--- config.mk ---
export PLATFORM = sky130hd
export DESIGN_NAME = amo_queue
export DESIGN_NICKNAME = d
export VERILOG_FILES = /design/src/rtl/amo_queue.sv
export SDC_FILE = /design/constraint.sdc
export NUM_CORES = 1
export LEC_CHECK = 0
export CAP_MARGIN = 20
export CELL_PAD_IN_SITES_DETAIL_PLACEMENT = 0
export CELL_PAD_IN_SITES_GLOBAL_PLACEMENT = 1
export CORE_AREA = 10 10 214 216
export DETAILED_ROUTE_END_ITERATION = 10
export DIE_AREA = 0 0 224 226
export GPL_TIMING_DRIVEN = 0
export PLACE_DENSITY = 0.66
export SYNTH_ARGS = -nofsm -noshare
export SYNTH_HDL_FRONTEND = slang
export SYNTH_SLANG_ARGS = --single-unit
--- constraint.sdc ---
create_clock -name clk_i -period 14.4 [get_ports clk_i]
set_input_delay 2.88 -clock clk_i [delete_from_list [all_inputs] [get_ports clk_i]]
set_output_delay 2.88 -clock clk_i [all_outputs]
set_load 0.05 [all_outputs]
--- src/rtl/amo_queue.sv ---
// In-order AMO buffer between the LSU and the D$ AMO port: entries are pushed speculatively,
// committed in program order, and only committed entries are issued once the store buffer is empty.
module amo_queue #(
    parameter int unsigned DEPTH         = 2,
    parameter int unsigned PLEN          = 56,
    parameter int unsigned XLEN          = 64,
    parameter int unsigned TRANS_ID_BITS = 3
) (
    input  logic                         clk_i,
    input  logic                         rst_ni,
    input  logic                         flush_i,
    input  logic                         valid_i,
    output logic                         ready_o,
    input  logic [3:0]                   amo_op_i,
    input  logic [PLEN-1:0]              paddr_i,
    input  logic [XLEN-1:0]              data_i,
    input  logic [1:0]                   data_size_i,
    input  logic [TRANS_ID_BITS-1:0]     trans_id_i,
    input  logic                         commit_i,
    input  logic                         no_st_pending_i,
    output logic                         amo_req_req_o,
    output logic [3:0]                   amo_req_amo_op_o,
    output logic [1:0]                   amo_req_size_o,
    output logic [63:0]                  amo_req_operand_a_o,
    output logic [63:0]                  amo_req_operand_b_o,
    input  logic                         amo_resp_ack_i,
    input  logic [63:0]                  amo_resp_result_i,
    output logic                         result_valid_o,
    output logic [XLEN-1:0]              result_o,
    output logic [TRANS_ID_BITS-1:0]     result_trans_id_o,
    output logic [$clog2(DEPTH+1)-1:0]   usage_o
);
    localparam int unsigned PW = (DEPTH > 1) ? $clog2(DEPTH) : 1;
    localparam int unsigned UW = $clog2(DEPTH + 1);

    logic [3:0]               op_q     [DEPTH];
    logic [PLEN-1:0]          paddr_q  [DEPTH];
    logic [XLEN-1:0]          data_q   [DEPTH];
    logic [1:0]               size_q   [DEPTH];
    logic [TRANS_ID_BITS-1:0] id_q     [DEPTH];
    logic [DEPTH-1:0]         valid_q, committed_q;
    logic [PW-1:0]            head_q, tail_q, commit_q;
    logic                     issued_q;
    logic                     result_valid_q;
    logic [XLEN-1:0]          result_q;
    logic [TRANS_ID_BITS-1:0] result_id_q;

    logic          req, commit_ok, do_commit, do_pop, do_push, ready;
    logic [PW-1:0] commit_d;
    logic [UW-1:0] usage;

    function automatic logic [PW-1:0] ptr_inc(input logic [PW-1:0] p);
        if (p == PW'(DEPTH - 1)) return '0;
        return p + PW'(1);
    endfunction

    always_comb begin
        usage = '0;
        for (int i = 0; i < DEPTH; i++) usage = usage + UW'(valid_q[i]);
    end

    // commit_q points at the oldest uncommitted entry, or at tail when none exists
    assign commit_ok = valid_q[commit_q] & ~committed_q[commit_q];
    assign do_commit = commit_i & commit_ok;
    assign commit_d  = do_commit ? ptr_inc(commit_q) : commit_q;
    assign req       = valid_q[head_q] & committed_q[head_q] & (no_st_pending_i | issued_q);
    assign do_pop    = amo_resp_ack_i & req;
    assign ready     = (usage != UW'(DEPTH));
    assign do_push   = valid_i & ready & ~flush_i;

    always_ff @(posedge clk_i or negedge rst_ni) begin
        if (!rst_ni) begin
            valid_q        <= '0;
            committed_q    <= '0;
            head_q         <= '0;
            tail_q         <= '0;
            commit_q       <= '0;
            issued_q       <= 1'b0;
            result_valid_q <= 1'b0;
            result_q       <= '0;
            result_id_q    <= '0;
        end else begin
            result_valid_q <= do_pop;
            if (do_pop) begin
                result_q    <= amo_resp_result_i[XLEN-1:0];
                result_id_q <= id_q[head_q];
            end
            if (do_pop)   issued_q <= 1'b0;
            else if (req) issued_q <= 1'b1;

            // a commit in the flush cycle lands first, so that entry survives
            if (flush_i) begin
                for (int i = 0; i < DEPTH; i++) begin
                    if (valid_q[i] && !committed_q[i] && !(do_commit && commit_q == PW'(i)))
                        valid_q[i] <= 1'b0;
                end
                tail_q <= commit_d;
            end
            if (do_commit) begin
                committed_q[commit_q] <= 1'b1;
                commit_q              <= commit_d;
            end
            if (do_pop) begin
                valid_q[head_q]     <= 1'b0;
                committed_q[head_q] <= 1'b0;
                head_q              <= ptr_inc(head_q);
            end
            if (do_push) begin
                valid_q[tail_q]     <= 1'b1;
                committed_q[tail_q] <= 1'b0;
                tail_q              <= ptr_inc(tail_q);
            end
        end
    end

    always_ff @(posedge clk_i) begin
        if (do_push) begin
            op_q[tail_q]    <= amo_op_i;
            paddr_q[tail_q] <= paddr_i;
            data_q[tail_q]  <= data_i;
            size_q[tail_q]  <= data_size_i;
            id_q[tail_q]    <= trans_id_i;
        end
    end

    assign ready_o             = ready;
    assign usage_o             = usage;
    assign amo_req_req_o       = req;
    assign amo_req_amo_op_o    = op_q[head_q];
    assign amo_req_size_o      = size_q[head_q];
    assign amo_req_operand_a_o = 64'(paddr_q[head_q]);
    assign amo_req_operand_b_o = 64'(data_q[head_q]);
    assign result_valid_o      = result_valid_q;
    assign result_o            = result_q;
    assign result_trans_id_o   = result_id_q;

    assert property (@(posedge clk_i) disable iff (!rst_ni) commit_i |-> commit_ok)
        else $error("amo_queue: commit with no uncommitted entry");
    assert property (@(posedge clk_i) disable iff (!rst_ni) amo_resp_ack_i |-> req)
        else $error("amo_queue: ack without an outstanding request");
endmodule

After elaboration in Yosys (flattened, before gate mapping)
Memory sizes are Yosys's and may differ from the RTL's. A register that Yosys moved wholly into a read port is not among the register bits.
Cells that the tools add are included.
{"block": "totals", "reg_bits": 73, "mem_bits_rw": 258, "input_bits": 200, "out_inout_bits": 206, "word_cells": 98, "n_memories": 5}
{"block": "classes", "addsub": 4, "order_cmp": 6, "eq_ne": 1, "n_mux": 40, "bitwise": 18, "reduce_logical": 16}
{"memory": "data_q", "words": 2, "width": 64, "rd": 1, "rd_ports_with_merged_regs": 0, "wr": 1, "line": "38", "rtl": "logic [XLEN-1:0] data_q [DEPTH];"}
{"memory": "paddr_q", "words": 2, "width": 56, "rd": 1, "rd_ports_with_merged_regs": 0, "wr": 1, "line": "37", "rtl": "logic [PLEN-1:0] paddr_q [DEPTH];"}
{"memory": "op_q", "words": 2, "width": 4, "rd": 1, "rd_ports_with_merged_regs": 0, "wr": 1, "line": "36", "rtl": "logic [3:0] op_q [DEPTH];"}
{"memory": "id_q", "words": 2, "width": 3, "rd": 1, "rd_ports_with_merged_regs": 1, "wr": 1, "line": "40", "rtl": "logic [TRANS_ID_BITS-1:0] id_q [DEPTH];"}
{"memory": "size_q", "words": 2, "width": 2, "rd": 1, "rd_ports_with_merged_regs": 0, "wr": 1, "line": "39", "rtl": "logic [1:0] size_q [DEPTH];"}
{"cell": "2-to-1 mux 1 bit", "n": 31}
{"cell": "2-to-1 mux 2 bit", "n": 6}
{"cell": "logical AND 1 bit", "n": 9}
{"cell": "AND 1 bit", "n": 7}
{"cell": "AND 2 bit", "n": 3}
{"cell": "< comparator 1 x 2 -> 1 bit (second input constant)", "n": 3}
{"cell": "zero test 1 bit", "n": 5}
{"cell": "inverter 2 bit", "n": 2}
{"cell": "bitwise OR 2 bit", "n": 2}
{"cell": "nonzero test 2 bit", "n": 2}
{"cell": "adder 1 bit (second input constant)", "n": 3}
{"cell": "demux 1 bit (select 1 bit)", "n": 3}
{"cell": ">= comparator 1 bit (second input constant)", "n": 3}
{"cell": "inverter 1 bit", "n": 3}
{"cell": "adder 1 x 1 -> 2 bit", "n": 1}
{"cell": "inequality test 2 bit (second input constant)", "n": 1}
{"cell": "bitwise OR 1 bit", "n": 1}

Longest topological paths before layout
{"block": "depth", "word_depth": 14, "mapped_depth": 6, "ltp_nobuf": 6}

Worst setup path before layout
OpenSTA, ideal clock, no wires.
{"block": "synth_path", "path_type": "input to register", "startpoint": "input port valid_i", "endpoint": "register valid_q[0]", "arrival_time_ns": 13.322, "required_ns": 14.263, "slack_ns": 0.941, "cell_stages": 3, "cell_sequence": "nor2b_1 > nor3b_1 > o21bai_1"}
{"block": "synth_via", "elab_chain_cells": 3}
{"element": "from (decl)", "line": "12", "rtl": "input logic valid_i,"}
{"element": "AND 1 bit (2 in series)", "line": "69", "rtl": "assign do_push = valid_i & ready & ~flush_i;"}
{"element": "2-to-1 mux 2 bit", "line": "108", "rtl": "if (do_push) begin"}
{"element": "to (signal assigned)", "line": "73", "rtl": "valid_q <= '0;"}
{"element": "to (signal, indexed assignment)", "line": "104", "rtl": "valid_q[head_q] <= 1'b0;"}
{"element": "to (signal, indexed assignment)", "line": "109", "rtl": "valid_q[tail_q] <= 1'b1;"}
{"element": "to (decl)", "line": "41", "rtl": "logic [DEPTH-1:0] valid_q, committed_q;"}
Every way passes these cells.
A chain may end at the register's enable or synchronous reset.

Worst setup path after layout
{"block": "layout_path", "startpoint": "input port no_st_pending_i", "endpoint": "output port amo_req_req_o"}
{"block": "layout_via", "elab_chain_cells": 2}
{"element": "from (decl)", "line": "20", "rtl": "input logic no_st_pending_i,"}
{"element": "bitwise OR 1 bit", "line": "66", "rtl": "assign req = valid_q[head_q] & committed_q[head_q] & (no_st_pending_i | issued_q);"}
{"element": "AND 1 bit", "line": "66"}
{"element": "to (decl)", "line": "21", "rtl": "output logic amo_req_req_o,"}
Every way passes these cells.

==> out/metrics.yaml <==
power:
  p_leak_nw: 6.65
  max-vdd-ir-drop_uv: 105
  p_total_mw: 4.02
  power_density_nw_per_um2: 217
clock_tree:
  post_cts_buffers: 0
  cts.sinks: 334
  root_buffer: "clkbuf_16"
  cts_hold_buf: 0
  numCtsBuffers: 39
  clk_pin_slew_ps: 60
  clock_latency_ps: 540
  cts_buffer_depth: 3
  htreeDepth: 2
  cts_tree: "built"
  cts_resized: 0
routing:
  vias: 7022
  avgRoutedWirePerCell_um: 20.9
  drtAntennaViolNets: 0
  wirelength_um: 34100
  drc: 0
  avgViaCountPerCell: 4.30
  dr.pass1.iters: 4
  drt_iter0_markers: 403
timing:
  rsz0062_at_grt: "no"
  fin_skew_ps: 13.9
  period_needed_ps: 7270
  worst_pin_slew_ps: 951
  post-route-period-util: 0.505
  hold_viol: 0
  final-setup-viol-count: 0
  max_freq_ghz: 0.138
  slew_violations: 0
  fin_setup_tns_ps: 0
  slew_headroom: 0.363
synthesis:
  syn_area_per_cell_um2: 20.6
  seq_area_frac_synth: 0.781
  synth_warnings: 0
  ys_types: 34
  synth_edf_count: 258
  syn-cell-area_um2: 12400
  ys.flop_type: "edfxtp_1"
  async_flop_share: 0.228
  synth_seq_cells: 334
  synth_cells: 601
grt:
  gr-total-overflow: 0
  grt_max_degree: 61
  grt_pass1_wl_um: 49100
  gr-usage-all-layers: 0.130
  antenna_found_initial: 4
  grt_pass1_vias: 7592
cells_and_area:
  final_common_cell: "clkdlybuf4s50_1"
  regArea_um2: 9650
  drive_gt1_frac: 0.265
  num-fill-cells: 3724
  final_cell_area_um2: 18500
  finalNetCount: 1265
  area_delta_synth_final_pct: 49.7
  layout_common_cells: "396 x clkdlybuf4s50_1, 258 x edfxtp_1, 188 x mux2_2, 76 x dfrtp_1, 40 x clkbuf_16"
  multiInputGateArea_um2: 2540
critical_path:
  cp.arrival_ps: 4390
  cpMostUsedCell: "clkdlybuf4s50_1"
  critPathMaxFanout: 5
  critical_path.cell_chain: "clkdlybuf4s50_1, o21a_1, clkdlybuf4s50_1"
  end_kind: "output pin"
  cpPeakStageDelay_ps: 820
  required_ps: 11520
  cp_num_buf_inv: 2
  cp_top_family: "buffers and inverters"
  critPathLaunchType: "input port"
  crit_type: "input port to output pin"
  crit_slowest_cell: "clkdlybuf4s50_1"
place:
  place.gp.congestion: 0.737
  postPlaceCellArea_um2: 17300
  hpwl_um: 25400
  numPortBuffers: 397
status:
  status: "finished clean"
die:
  fp.dieH_um: 226
  fp.dieArea_um2: 50600
  core_area_um2: 41600
  start_util: 0.297
  io_pins: 406
  num_rows: 75
  die_w_um: 224
hold_path:
  hp-class: "flop to flop"
job:
  maxCapViolations: 0
[state kept, by name, summed over array words and instances (netlist names), 2 cells and up]
| name | flops |
|---|---|
| data_q | 128 |
| size_q | 4 |
| result_o | 64 |
| op_q | 8 |
| valid_q | 2 |
| committed_q | 2 |
| paddr_q | 112 |
| id_q | 6 |
| result_trans_id_o | 3 |
[Yosys cell counts (2+ instances only)]
library cell  instances  area share
a21oi_1               3      0.0012
ha_1                  3      0.0030
mux2_1                8      0.0073
nand3_1               2     0.00081
mux2i_1               2      0.0016
nor2b_1               4      0.0020
mux2_2              188        0.17
buf_6                 2      0.0018
edfxtp_1            258        0.63
clkbuf_1              4      0.0012
o31ai_1               2      0.0012
nor3b_1               2      0.0012
dfrtp_1              76        0.15
o2111ai_1             2      0.0014
buf_4                14      0.0085
buf_2                10      0.0040
inv_1                 4      0.0012
[logic make-up (layout without fill, tap and decap cells)]
group                    count (synthesis)  count (layout)  share of synthesized area
XOR/XNOR                                 2               2                    0.00142
other                                    1              11                   0.000303
buffers and inverters                   34             517                     0.0168
AO/OA/AOI/OAI                           16              16                     0.0101
adder cells (fa/ha/maj)                  3               3                    0.00304
AND/OR/NAND/NOR                         13              13                    0.00729
flip-flops                             334             334                      0.781
multiplexers                           198             198                      0.180
[stage by stage]
stage                      util  instances  setup WS [ps]  hold WS, ps
after floorplan               -        608            941          537
after global placement    0.410       1544          -6500          470
after detailed placement  0.415       1560           7120          478
after CTS                 0.445       1630           7120          492
after global routing      0.445       1632           7080          512
final                     0.445       1633           7130          486
[power breakdown]
group	leakage, nW	internal [mW]	switching [mW]	total (mW)
clock	0.599	0.565	0.382	0.948
combinational	2.74	0.647	1.13	1.78
sequential	3.31	1.23	0.0677	1.29
total	6.65	2.44	1.58	4.02
[layer usage]
layer / up-vias / global-route usage / share of wire
met2: 210 / 0.225 / 0.52
li1: 3239 / - / -
met1: 3520 / 0.138 / 0.36
met5: - / 0 / 0
met4: 0 / 0.0568 / 0.027
met3: 53 / 0.0518 / 0.086
[final cells by class]
type | count | share of cell area
Sequential cell | 334 | 0.521
Timing Repair Buffer | 413 | 0.227
Multi-Input combinational cell | 240 | 0.137
Clock buffer | 50 | 0.0561
Tap cell | 539 | 0.0364
Buffer | 30 | 0.0104
Clock inverter | 20 | 0.0103
Inverter | 4 | 0.000811
Antenna cell | 3 | 0.000406
[worst paths after layout]
path | from | end | cells past startpoint | slack [ps]
min in group asynchronous | rst_ni | result_o[42] | 1 | 2290
max reg2reg | valid_q[0] | paddr_q[0][29] | 7 | 11550
min reg2reg | result_o[31] | result_o[31] | 1 | 490
max | no_st_pending_i | amo_req_req_o | 3 | 7130
max in group asynchronous | rst_ni | tail_q | 2 | 11520
min | result_o[31] | result_o[31] | 1 | 490
No activity file was read; power rests on OpenSTA's default activity.
